### src/rtl/decode_stage_reg_if.sv
// decode_stage_reg_if: fetch, forwarding and decode-result signals of the decode stage.
// master: drives D_stall/D_bubble, the f_* fetch fields, rvalA/rvalB and the
//         e_/M_/W_ destination IDs and values; receives the D_* and d_* outputs.
// slave:  the decode stage register itself (mirror of master).
interface decode_stage_reg_if;
   logic               D_stall, D_bubble;
   logic [1:0]         f_stat;
   logic [3:0]         f_icode, f_ifun, f_rA, f_rB;
   logic signed [63:0] f_valC, f_valP, rvalA, rvalB;
   logic [3:0]         e_dstE, M_dstE, M_dstM, W_dstE, W_dstM;
   logic signed [63:0] e_valE, M_valE, m_valM, W_valE, W_valM;
   logic [1:0]         D_stat;
   logic [3:0]         D_icode, D_ifun, D_rA, D_rB;
   logic signed [63:0] D_valC, D_valP;
   logic [3:0]         d_srcA, d_srcB, d_dstE, d_dstM;
   logic signed [63:0] d_valA, d_valB;
   modport master (
      output D_stall, D_bubble, f_stat, f_icode, f_ifun, f_rA, f_rB, f_valC, f_valP,
             rvalA, rvalB, e_dstE, M_dstE, M_dstM, W_dstE, W_dstM,
             e_valE, M_valE, m_valM, W_valE, W_valM,
      input  D_stat, D_icode, D_ifun, D_rA, D_rB, D_valC, D_valP,
             d_srcA, d_srcB, d_dstE, d_dstM, d_valA, d_valB
   );
   modport slave (
      input  D_stall, D_bubble, f_stat, f_icode, f_ifun, f_rA, f_rB, f_valC, f_valP,
             rvalA, rvalB, e_dstE, M_dstE, M_dstM, W_dstE, W_dstM,
             e_valE, M_valE, m_valM, W_valE, W_valM,
      output D_stat, D_icode, D_ifun, D_rA, D_rB, D_valC, D_valP,
             d_srcA, d_srcB, d_dstE, d_dstM, d_valA, d_valB
   );
endinterface

### src/rtl/decode_stage_reg.sv
// decode_stage_reg: pipeline D register with stall/bubble control plus decode and operand forwarding.
// clk, reset: single clock, synchronous active-high reset (loads the nop state).
// bus (slave): fetch fields in, stall/bubble control, register-file read data and
//              downstream destinations/values in; registered D_* fields and
//              combinational d_* register IDs and forwarded operands out.
module decode_stage_reg (
   input logic               clk,
   input logic               reset,
   decode_stage_reg_if.slave bus
);
   localparam logic [3:0] RNONE = 4'hF;
   localparam logic [3:0] RRSP  = 4'h4;
   logic [1:0]         stat_q, stat_d;
   logic [3:0]         icode_q, icode_d, ifun_q, ifun_d, ra_q, ra_d, rb_q, rb_d;
   logic signed [63:0] valc_q, valc_d, valp_q, valp_d;
   logic [3:0]         src_a, src_b, dst_e, dst_m;
   logic signed [63:0] val_a, val_b;
   // Stall outranks bubble; reset outranks both inside the flop block.
   always_comb begin
      stat_d  = bus.D_stall ? stat_q  : bus.D_bubble ? 2'd0   : bus.f_stat;
      icode_d = bus.D_stall ? icode_q : bus.D_bubble ? 4'h1   : bus.f_icode;
      ifun_d  = bus.D_stall ? ifun_q  : bus.D_bubble ? 4'h0   : bus.f_ifun;
      ra_d    = bus.D_stall ? ra_q    : bus.D_bubble ? RNONE  : bus.f_rA;
      rb_d    = bus.D_stall ? rb_q    : bus.D_bubble ? RNONE  : bus.f_rB;
      valc_d  = bus.D_stall ? valc_q  : bus.D_bubble ? 64'sd0 : bus.f_valC;
      valp_d  = bus.D_stall ? valp_q  : bus.D_bubble ? 64'sd0 : bus.f_valP;
   end
   always_ff @(posedge clk) begin
      if (reset) begin
         stat_q  <= 2'd0;
         icode_q <= 4'h1;
         ifun_q  <= 4'h0;
         ra_q    <= RNONE;
         rb_q    <= RNONE;
         valc_q  <= 64'sd0;
         valp_q  <= 64'sd0;
      end else begin
         stat_q  <= stat_d;
         icode_q <= icode_d;
         ifun_q  <= ifun_d;
         ra_q    <= ra_d;
         rb_q    <= rb_d;
         valc_q  <= valc_d;
         valp_q  <= valp_d;
      end
   end
   // Forwarding takes the youngest in-flight producer first; RNONE never matches,
   // so an idle stage reporting dst=F cannot hijack an unused operand.
   always_comb begin
      src_a = (icode_q inside {4'h2, 4'h4, 4'h6, 4'hA}) ? ra_q :
              (icode_q inside {4'h9, 4'hB}) ? RRSP : RNONE;
      src_b = (icode_q inside {4'h4, 4'h5, 4'h6}) ? rb_q :
              (icode_q inside {4'h8, 4'h9, 4'hA, 4'hB}) ? RRSP : RNONE;
      dst_e = (icode_q inside {4'h2, 4'h3, 4'h6}) ? rb_q :
              (icode_q inside {4'h8, 4'h9, 4'hA, 4'hB}) ? RRSP : RNONE;
      dst_m = (icode_q inside {4'h5, 4'hB}) ? ra_q : RNONE;
      val_a = (icode_q inside {4'h7, 4'h8})              ? valp_q     :
              (src_a != RNONE && src_a == bus.e_dstE)    ? bus.e_valE :
              (src_a != RNONE && src_a == bus.M_dstM)    ? bus.m_valM :
              (src_a != RNONE && src_a == bus.M_dstE)    ? bus.M_valE :
              (src_a != RNONE && src_a == bus.W_dstM)    ? bus.W_valM :
              (src_a != RNONE && src_a == bus.W_dstE)    ? bus.W_valE : bus.rvalA;
      val_b = (src_b != RNONE && src_b == bus.e_dstE)    ? bus.e_valE :
              (src_b != RNONE && src_b == bus.M_dstM)    ? bus.m_valM :
              (src_b != RNONE && src_b == bus.M_dstE)    ? bus.M_valE :
              (src_b != RNONE && src_b == bus.W_dstM)    ? bus.W_valM :
              (src_b != RNONE && src_b == bus.W_dstE)    ? bus.W_valE : bus.rvalB;
   end
   assign bus.D_stat  = stat_q;
   assign bus.D_icode = icode_q;
   assign bus.D_ifun  = ifun_q;
   assign bus.D_rA    = ra_q;
   assign bus.D_rB    = rb_q;
   assign bus.D_valC  = valc_q;
   assign bus.D_valP  = valp_q;
   assign bus.d_srcA  = src_a;
   assign bus.d_srcB  = src_b;
   assign bus.d_dstE  = dst_e;
   assign bus.d_dstM  = dst_m;
   assign bus.d_valA  = val_a;
   assign bus.d_valB  = val_b;
endmodule

### src/flat_wrapper.sv
// flat-port wrapper written by rule: the top's interface ports become plain ports
module decode_stage_reg_flat 
  (clk, reset, bus_D_stall, bus_D_bubble, bus_f_stat, bus_f_icode, bus_f_ifun, bus_f_rA, bus_f_rB, bus_f_valC, bus_f_valP, bus_rvalA, bus_rvalB, bus_e_dstE, bus_M_dstE, bus_M_dstM, bus_W_dstE, bus_W_dstM, bus_e_valE, bus_M_valE, bus_m_valM, bus_W_valE, bus_W_valM, bus_D_stat, bus_D_icode, bus_D_ifun, bus_D_rA, bus_D_rB, bus_D_valC, bus_D_valP, bus_d_srcA, bus_d_srcB, bus_d_dstE, bus_d_dstM, bus_d_valA, bus_d_valB);
  decode_stage_reg_if bus_i ();
  input logic clk;
  input logic reset;
  input wire logic [$bits(bus_i.D_stall)-1:0] bus_D_stall;
  input wire logic [$bits(bus_i.D_bubble)-1:0] bus_D_bubble;
  input wire logic [$bits(bus_i.f_stat)-1:0] bus_f_stat;
  input wire logic [$bits(bus_i.f_icode)-1:0] bus_f_icode;
  input wire logic [$bits(bus_i.f_ifun)-1:0] bus_f_ifun;
  input wire logic [$bits(bus_i.f_rA)-1:0] bus_f_rA;
  input wire logic [$bits(bus_i.f_rB)-1:0] bus_f_rB;
  input wire logic [$bits(bus_i.f_valC)-1:0] bus_f_valC;
  input wire logic [$bits(bus_i.f_valP)-1:0] bus_f_valP;
  input wire logic [$bits(bus_i.rvalA)-1:0] bus_rvalA;
  input wire logic [$bits(bus_i.rvalB)-1:0] bus_rvalB;
  input wire logic [$bits(bus_i.e_dstE)-1:0] bus_e_dstE;
  input wire logic [$bits(bus_i.M_dstE)-1:0] bus_M_dstE;
  input wire logic [$bits(bus_i.M_dstM)-1:0] bus_M_dstM;
  input wire logic [$bits(bus_i.W_dstE)-1:0] bus_W_dstE;
  input wire logic [$bits(bus_i.W_dstM)-1:0] bus_W_dstM;
  input wire logic [$bits(bus_i.e_valE)-1:0] bus_e_valE;
  input wire logic [$bits(bus_i.M_valE)-1:0] bus_M_valE;
  input wire logic [$bits(bus_i.m_valM)-1:0] bus_m_valM;
  input wire logic [$bits(bus_i.W_valE)-1:0] bus_W_valE;
  input wire logic [$bits(bus_i.W_valM)-1:0] bus_W_valM;
  output wire logic [$bits(bus_i.D_stat)-1:0] bus_D_stat;
  output wire logic [$bits(bus_i.D_icode)-1:0] bus_D_icode;
  output wire logic [$bits(bus_i.D_ifun)-1:0] bus_D_ifun;
  output wire logic [$bits(bus_i.D_rA)-1:0] bus_D_rA;
  output wire logic [$bits(bus_i.D_rB)-1:0] bus_D_rB;
  output wire logic [$bits(bus_i.D_valC)-1:0] bus_D_valC;
  output wire logic [$bits(bus_i.D_valP)-1:0] bus_D_valP;
  output wire logic [$bits(bus_i.d_srcA)-1:0] bus_d_srcA;
  output wire logic [$bits(bus_i.d_srcB)-1:0] bus_d_srcB;
  output wire logic [$bits(bus_i.d_dstE)-1:0] bus_d_dstE;
  output wire logic [$bits(bus_i.d_dstM)-1:0] bus_d_dstM;
  output wire logic [$bits(bus_i.d_valA)-1:0] bus_d_valA;
  output wire logic [$bits(bus_i.d_valB)-1:0] bus_d_valB;
  assign bus_i.D_stall = bus_D_stall;
  assign bus_i.D_bubble = bus_D_bubble;
  assign bus_i.f_stat = bus_f_stat;
  assign bus_i.f_icode = bus_f_icode;
  assign bus_i.f_ifun = bus_f_ifun;
  assign bus_i.f_rA = bus_f_rA;
  assign bus_i.f_rB = bus_f_rB;
  assign bus_i.f_valC = bus_f_valC;
  assign bus_i.f_valP = bus_f_valP;
  assign bus_i.rvalA = bus_rvalA;
  assign bus_i.rvalB = bus_rvalB;
  assign bus_i.e_dstE = bus_e_dstE;
  assign bus_i.M_dstE = bus_M_dstE;
  assign bus_i.M_dstM = bus_M_dstM;
  assign bus_i.W_dstE = bus_W_dstE;
  assign bus_i.W_dstM = bus_W_dstM;
  assign bus_i.e_valE = bus_e_valE;
  assign bus_i.M_valE = bus_M_valE;
  assign bus_i.m_valM = bus_m_valM;
  assign bus_i.W_valE = bus_W_valE;
  assign bus_i.W_valM = bus_W_valM;
  assign bus_D_stat = bus_i.D_stat;
  assign bus_D_icode = bus_i.D_icode;
  assign bus_D_ifun = bus_i.D_ifun;
  assign bus_D_rA = bus_i.D_rA;
  assign bus_D_rB = bus_i.D_rB;
  assign bus_D_valC = bus_i.D_valC;
  assign bus_D_valP = bus_i.D_valP;
  assign bus_d_srcA = bus_i.d_srcA;
  assign bus_d_srcB = bus_i.d_srcB;
  assign bus_d_dstE = bus_i.d_dstE;
  assign bus_d_dstM = bus_i.d_dstM;
  assign bus_d_valA = bus_i.d_valA;
  assign bus_d_valB = bus_i.d_valB;
  decode_stage_reg u_core (.clk(clk), .reset(reset), .bus(bus_i));
endmodule
### config.mk
export PLATFORM = sky130hd
export DESIGN_NAME = decode_stage_reg_flat
export DESIGN_NICKNAME = d
export VERILOG_FILES = /design/src/rtl/decode_stage_reg_if.sv /design/src/rtl/decode_stage_reg.sv /design/src/flat_wrapper.sv
export SDC_FILE = /design/constraint.sdc
export NUM_CORES = 1
export LEC_CHECK = 0
export BUFFER_PORTS_ARGS = -buffer_cell sky130_fd_sc_hd__buf_2
export CAP_MARGIN = 15
export CORE_AREA = 2 2 350 352
export DETAILED_ROUTE_END_ITERATION = 10
export DIE_AREA = 0 0 352 354
export PLACE_DENSITY = 0.33
export SETUP_SLACK_MARGIN = 0.1
export SLEW_MARGIN = 40
export SYNTH_ARGS = -nofsm -noshare
export SYNTH_HDL_FRONTEND = slang
export SYNTH_SLANG_ARGS = --single-unit
### constraint.sdc
create_clock -name clk -period 3.1 [get_ports clk]
set_input_delay 0.31 -clock clk [delete_from_list [all_inputs] [get_ports clk]]
set_output_delay 0.31 -clock clk [all_outputs]
set_load 0.01 [all_outputs]
==> summary by stage <==
Clock network
The clock insertion delay at the later pin of the skew report is roughly 0.52 ns. The CTS tree is built. The number of buffers added by the clock tree synthesis step is 17. The buffer depth of the longest clock path is 2. For this design, the sink count on the clock tree is 146. The H-tree was split into 4 levels. The clock transition time at the flip-flop clock pins of the worst setup and hold paths is 0.07 ns. The cell chosen for the clock root is sky130_fd_sc_hd__clkbuf_16.

Timing
The hold violation count in the final report is 0. At the pin with the least slew margin, the transition time is 0.798 ns. The worst pin sits at a relative slew slack of 0.468. The worst clock skew is 0 ns. Across all setup checks in the final design, the least slack found is -0.598 ns. Dividing the final minimum period by the clock period gives 1.19.

The final setup TNS is -62.70 ns. The number of pins with negative max-slew slack in the final report came to 0. For the finished layout, the period the worst path requires is 3.70 ns.

Setup violations remaining at the end of the flow were counted as 128. Setup repair after global routing could not meet its margin everywhere. The maximum clock frequency is around 270 MHz.

Synthesis
Yosys printed 0 warnings. The number of unique standard cell types used by synthesis is between 50 and 60. In this run, synthesis produced a sequential element count of 146.

The cell count after synthesis is 1,658. The fraction of synthesis flops using an asynchronous set or reset pin is 0. The post-synthesis average cell area is ~7.3 µm². The total standard cell area after synthesis is 0.0122 mm². The number of nets handed over by synthesis was 2,276.

The top-area cell type share of the netlist area is 0.240. The largest total area in the synthesized netlist belongs to sky130_fd_sc_hd__dfxtp_1. The number of enable-type register cells in the synthesized netlist is 0. The sequential area share after synthesis is 0.240.

In the synthesized netlist the dominant register cell turns out to be sky130_fd_sc_hd__dfxtp_1. After synthesis, the cell types taking the most area are sky130_fd_sc_hd__dfxtp_1 24%, sky130_fd_sc_hd__a22oi_1 8.4%, sky130_fd_sc_hd__nand2_1 8.1%, sky130_fd_sc_hd__nor2_1 6.4%, sky130_fd_sc_hd__a221oi_2 6.2%.

Final layout
Of the cells placed in the final design, the portion with a size suffix greater than 1 is 0.498. In the layout the commonest cells are 899 x sky130_fd_sc_hd__buf_2, 260 x sky130_fd_sc_hd__nand2_1, 199 x sky130_fd_sc_hd__nor2_1. The most common cell after layout, fill and taps aside is sky130_fd_sc_hd__buf_2. Once layout is complete, the cells apart from fillers number 4,502. At the end of the flow, the number of nets in the layout was 3,468.

The area growth from synthesis to layout is 103%. The post-route cell area is ~0.025 mm².

Power and ir drop
VDD sags by at most ~480 µV. The static leakage power is 11.2 nW. In this run the power density over the cells is 276 mW/mm².

GRT
The largest net degree at the start of global routing is 73. The overall overflow remaining after global route is 0. The initial antenna violation count is 46. The first-pass GRT wire length is 162 mm.

Across every metal layer, demand over resource in global routing totals 0.185. The via count of the first global-routing pass is 19,318.

Setup path
The delay of the slowest cell on the worst path is between 0.5 and 0.6 ns. The data required time of the worst path is about 2.8 ns. The critical path buffer and inverter count is 6.

Data on the critical path arrives at its endpoint at 3.39 ns. Traced cell by cell, the critical path runs through buf_12 > o21bai_4 > buf_4 > nor3_2 > or2_4 > buf_4 > buf_4 > xnor2_2 > or3_4 > buf_12 > o22ai_1 > a21oi_1 > buf_2. The top cell family by delay on the critical path is buffers and inverters. The element type at the critical path start is a flip-flop. The slowest cell on the critical path is sky130_fd_sc_hd__or3_4.

The most frequent cell on the critical path is sky130_fd_sc_hd__buf_4. STA classifies the critical path endpoint as an output pin. The largest fanout of any net on the critical path is 11. The path type of the worst setup path is reg2out.

Drt
The via-per-instance ratio is 4.29. For this run, design rule violations remaining after detail routing come to 0. For this block, the via count after detailed routing is 19,330. Summed over all layers, the routed wires come to 121 mm. The post-route antenna net violation count is 0. After detailed routing, the average wire length per cell comes to 26.9 µm. The detailed router's first-iteration violation count is 1,798.

The number of iterations in the first detailed-routing pass is 8.

Placed design
The wire-length estimate of the detail-placed layout is roughly 91 mm. In this run, placement finished with an instance count of 4,219. Buffers placed on the I/O ports in this run total about 910. The weighted congestion at the end of routability-driven global placement is 0.981. The placed instances occupy a cell area of 0.0202 mm².

Floorplan
The placeable core region is 0.121 mm². The number of core rows is about 130. The boundary pin count is 908. Measured along the y axis, the die boundary spans 354 µm. For this configuration, the core starts out at a cell density of 0.101. The die covers approximately 0.12 mm². The horizontal die dimension is 352 µm.

Hold path
The min-delay analysis places its worst path in the category in2reg.

Outcome
The run finished, with violations left. The checks that failed: setup timing.

Run
Across the run, the number of max-cap violations was 0.
==> sequential cells by signal, indices dropped and copies added, names as in the netlist <==
signal	count
u_core.bus.D_valC	64
u_core.bus.D_valP	64
u_core.bus.D_icode	4
u_core.bus.D_ifun	4
u_core.bus.D_rA	4
u_core.bus.D_rB	4
u_core.bus.D_stat	2
==> metal layers <==
layer / up-vias / wire length [µm] / track usage
met2: 1003 / 55300 / 0.293
met4: 42 / 2340 / 0.0494
met3: 158 / 10400 / 0.0588
li1: 8702 / - / -
met5: - / 293 / 0
met1: 9425 / 52800 / 0.241
==> through the flow <==
stage	hold slack [ns]	utilization	power, mW	worst slack [ns]
detailed placement	0.479	0.167	4.20	-0.377
CTS	0.0142	0.200	6.90	-0.640
global route	0.0639	0.205	7.17	-0.727
finish	0.0635	0.205	6.83	-0.598
global placement	0.472	0.167	4.20	-0.355
floorplan	0.453	-	2.87	0.282
==> final timing paths <==
| kind | depth (start not counted) | from | end | slack [ns] |
|---|---|---|---|---|
| max | 13 | u_core.bus.D_icode[1] | bus_d_valA[25] | -0.60 |
| min | 3 | bus_f_valP[12] | u_core.bus.D_valP[12] | 0.06 |
| max reg2reg | 3 | u_core.bus.D_icode[3] | u_core.bus.D_icode[3] | 2.10 |
| min reg2reg | 2 | u_core.bus.D_valC[24] | u_core.bus.D_valC[24] | 0.49 |
==> what timing repair did <==
item | in CTS | in global routing
setup endpoints to repair | 128 | 128
gates cloned | 25 | 3
pin swaps | 132 | 89
endpoints found under the hold margin | 138 | 0
setup buffers | 56 | 18
hold buffers | 138 | 0
resized for setup | 192 | 72
==> final cells by class <==
| type | count | area, µm² |
|---|---|---|
| clock inverter | 13 | 143 |
| clock buffer | 19 | 443 |
| fill | 13797 | 96200 |
| timing repair buffer | 1358 | 10100 |
| inverter | 10 | 37.5 |
| multi-input combinational | 1317 | 9050 |
| tap | 1625 | 2030 |
| sequential | 146 | 2940 |
| antenna | 14 | 35.0 |
==> cell families after synthesis <==
logic type | synth area share
mux | 0.0526
buf+inv | 0.0759
simple gates | 0.215
xor+xnor | 0.0201
flops | 0.240
compound gates | 0.396
==> power by group <==
group	internal, mW	switching [mW]	total, mW
logic	1.18	1.34	2.52
clock network	1.16	1.14	2.29
registers	1.94	0.0723	2.02
total	4.28	2.55	6.83
==> cell usage after synthesis (64+ instances only) <==
library cell	n
sky130_fd_sc_hd__a22oi_1	136
sky130_fd_sc_hd__dfxtp_1	146
sky130_fd_sc_hd__o22ai_1	73
sky130_fd_sc_hd__mux2i_1	64
sky130_fd_sc_hd__nand2_1	263
sky130_fd_sc_hd__a21oi_1	69
sky130_fd_sc_hd__a311o_1	64
sky130_fd_sc_hd__clkbuf_1	113
sky130_fd_sc_hd__o211ai_1	67
sky130_fd_sc_hd__o21ai_0	73
sky130_fd_sc_hd__a31oi_1	65
sky130_fd_sc_hd__nor2_1	207
sky130_fd_sc_hd__or3_1	65
==> worst reg2reg max path, stage by stage, from the launching register on <==
cell and delay [ns]:
sky130_fd_sc_hd__dfxtp_4 0.38, sky130_fd_sc_hd__buf_4 0.15, sky130_fd_sc_hd__a22oi_1 0.28, sky130_fd_sc_hd__nor2_1 0.07
Note: power is estimated with default switching activity, not from simulation.
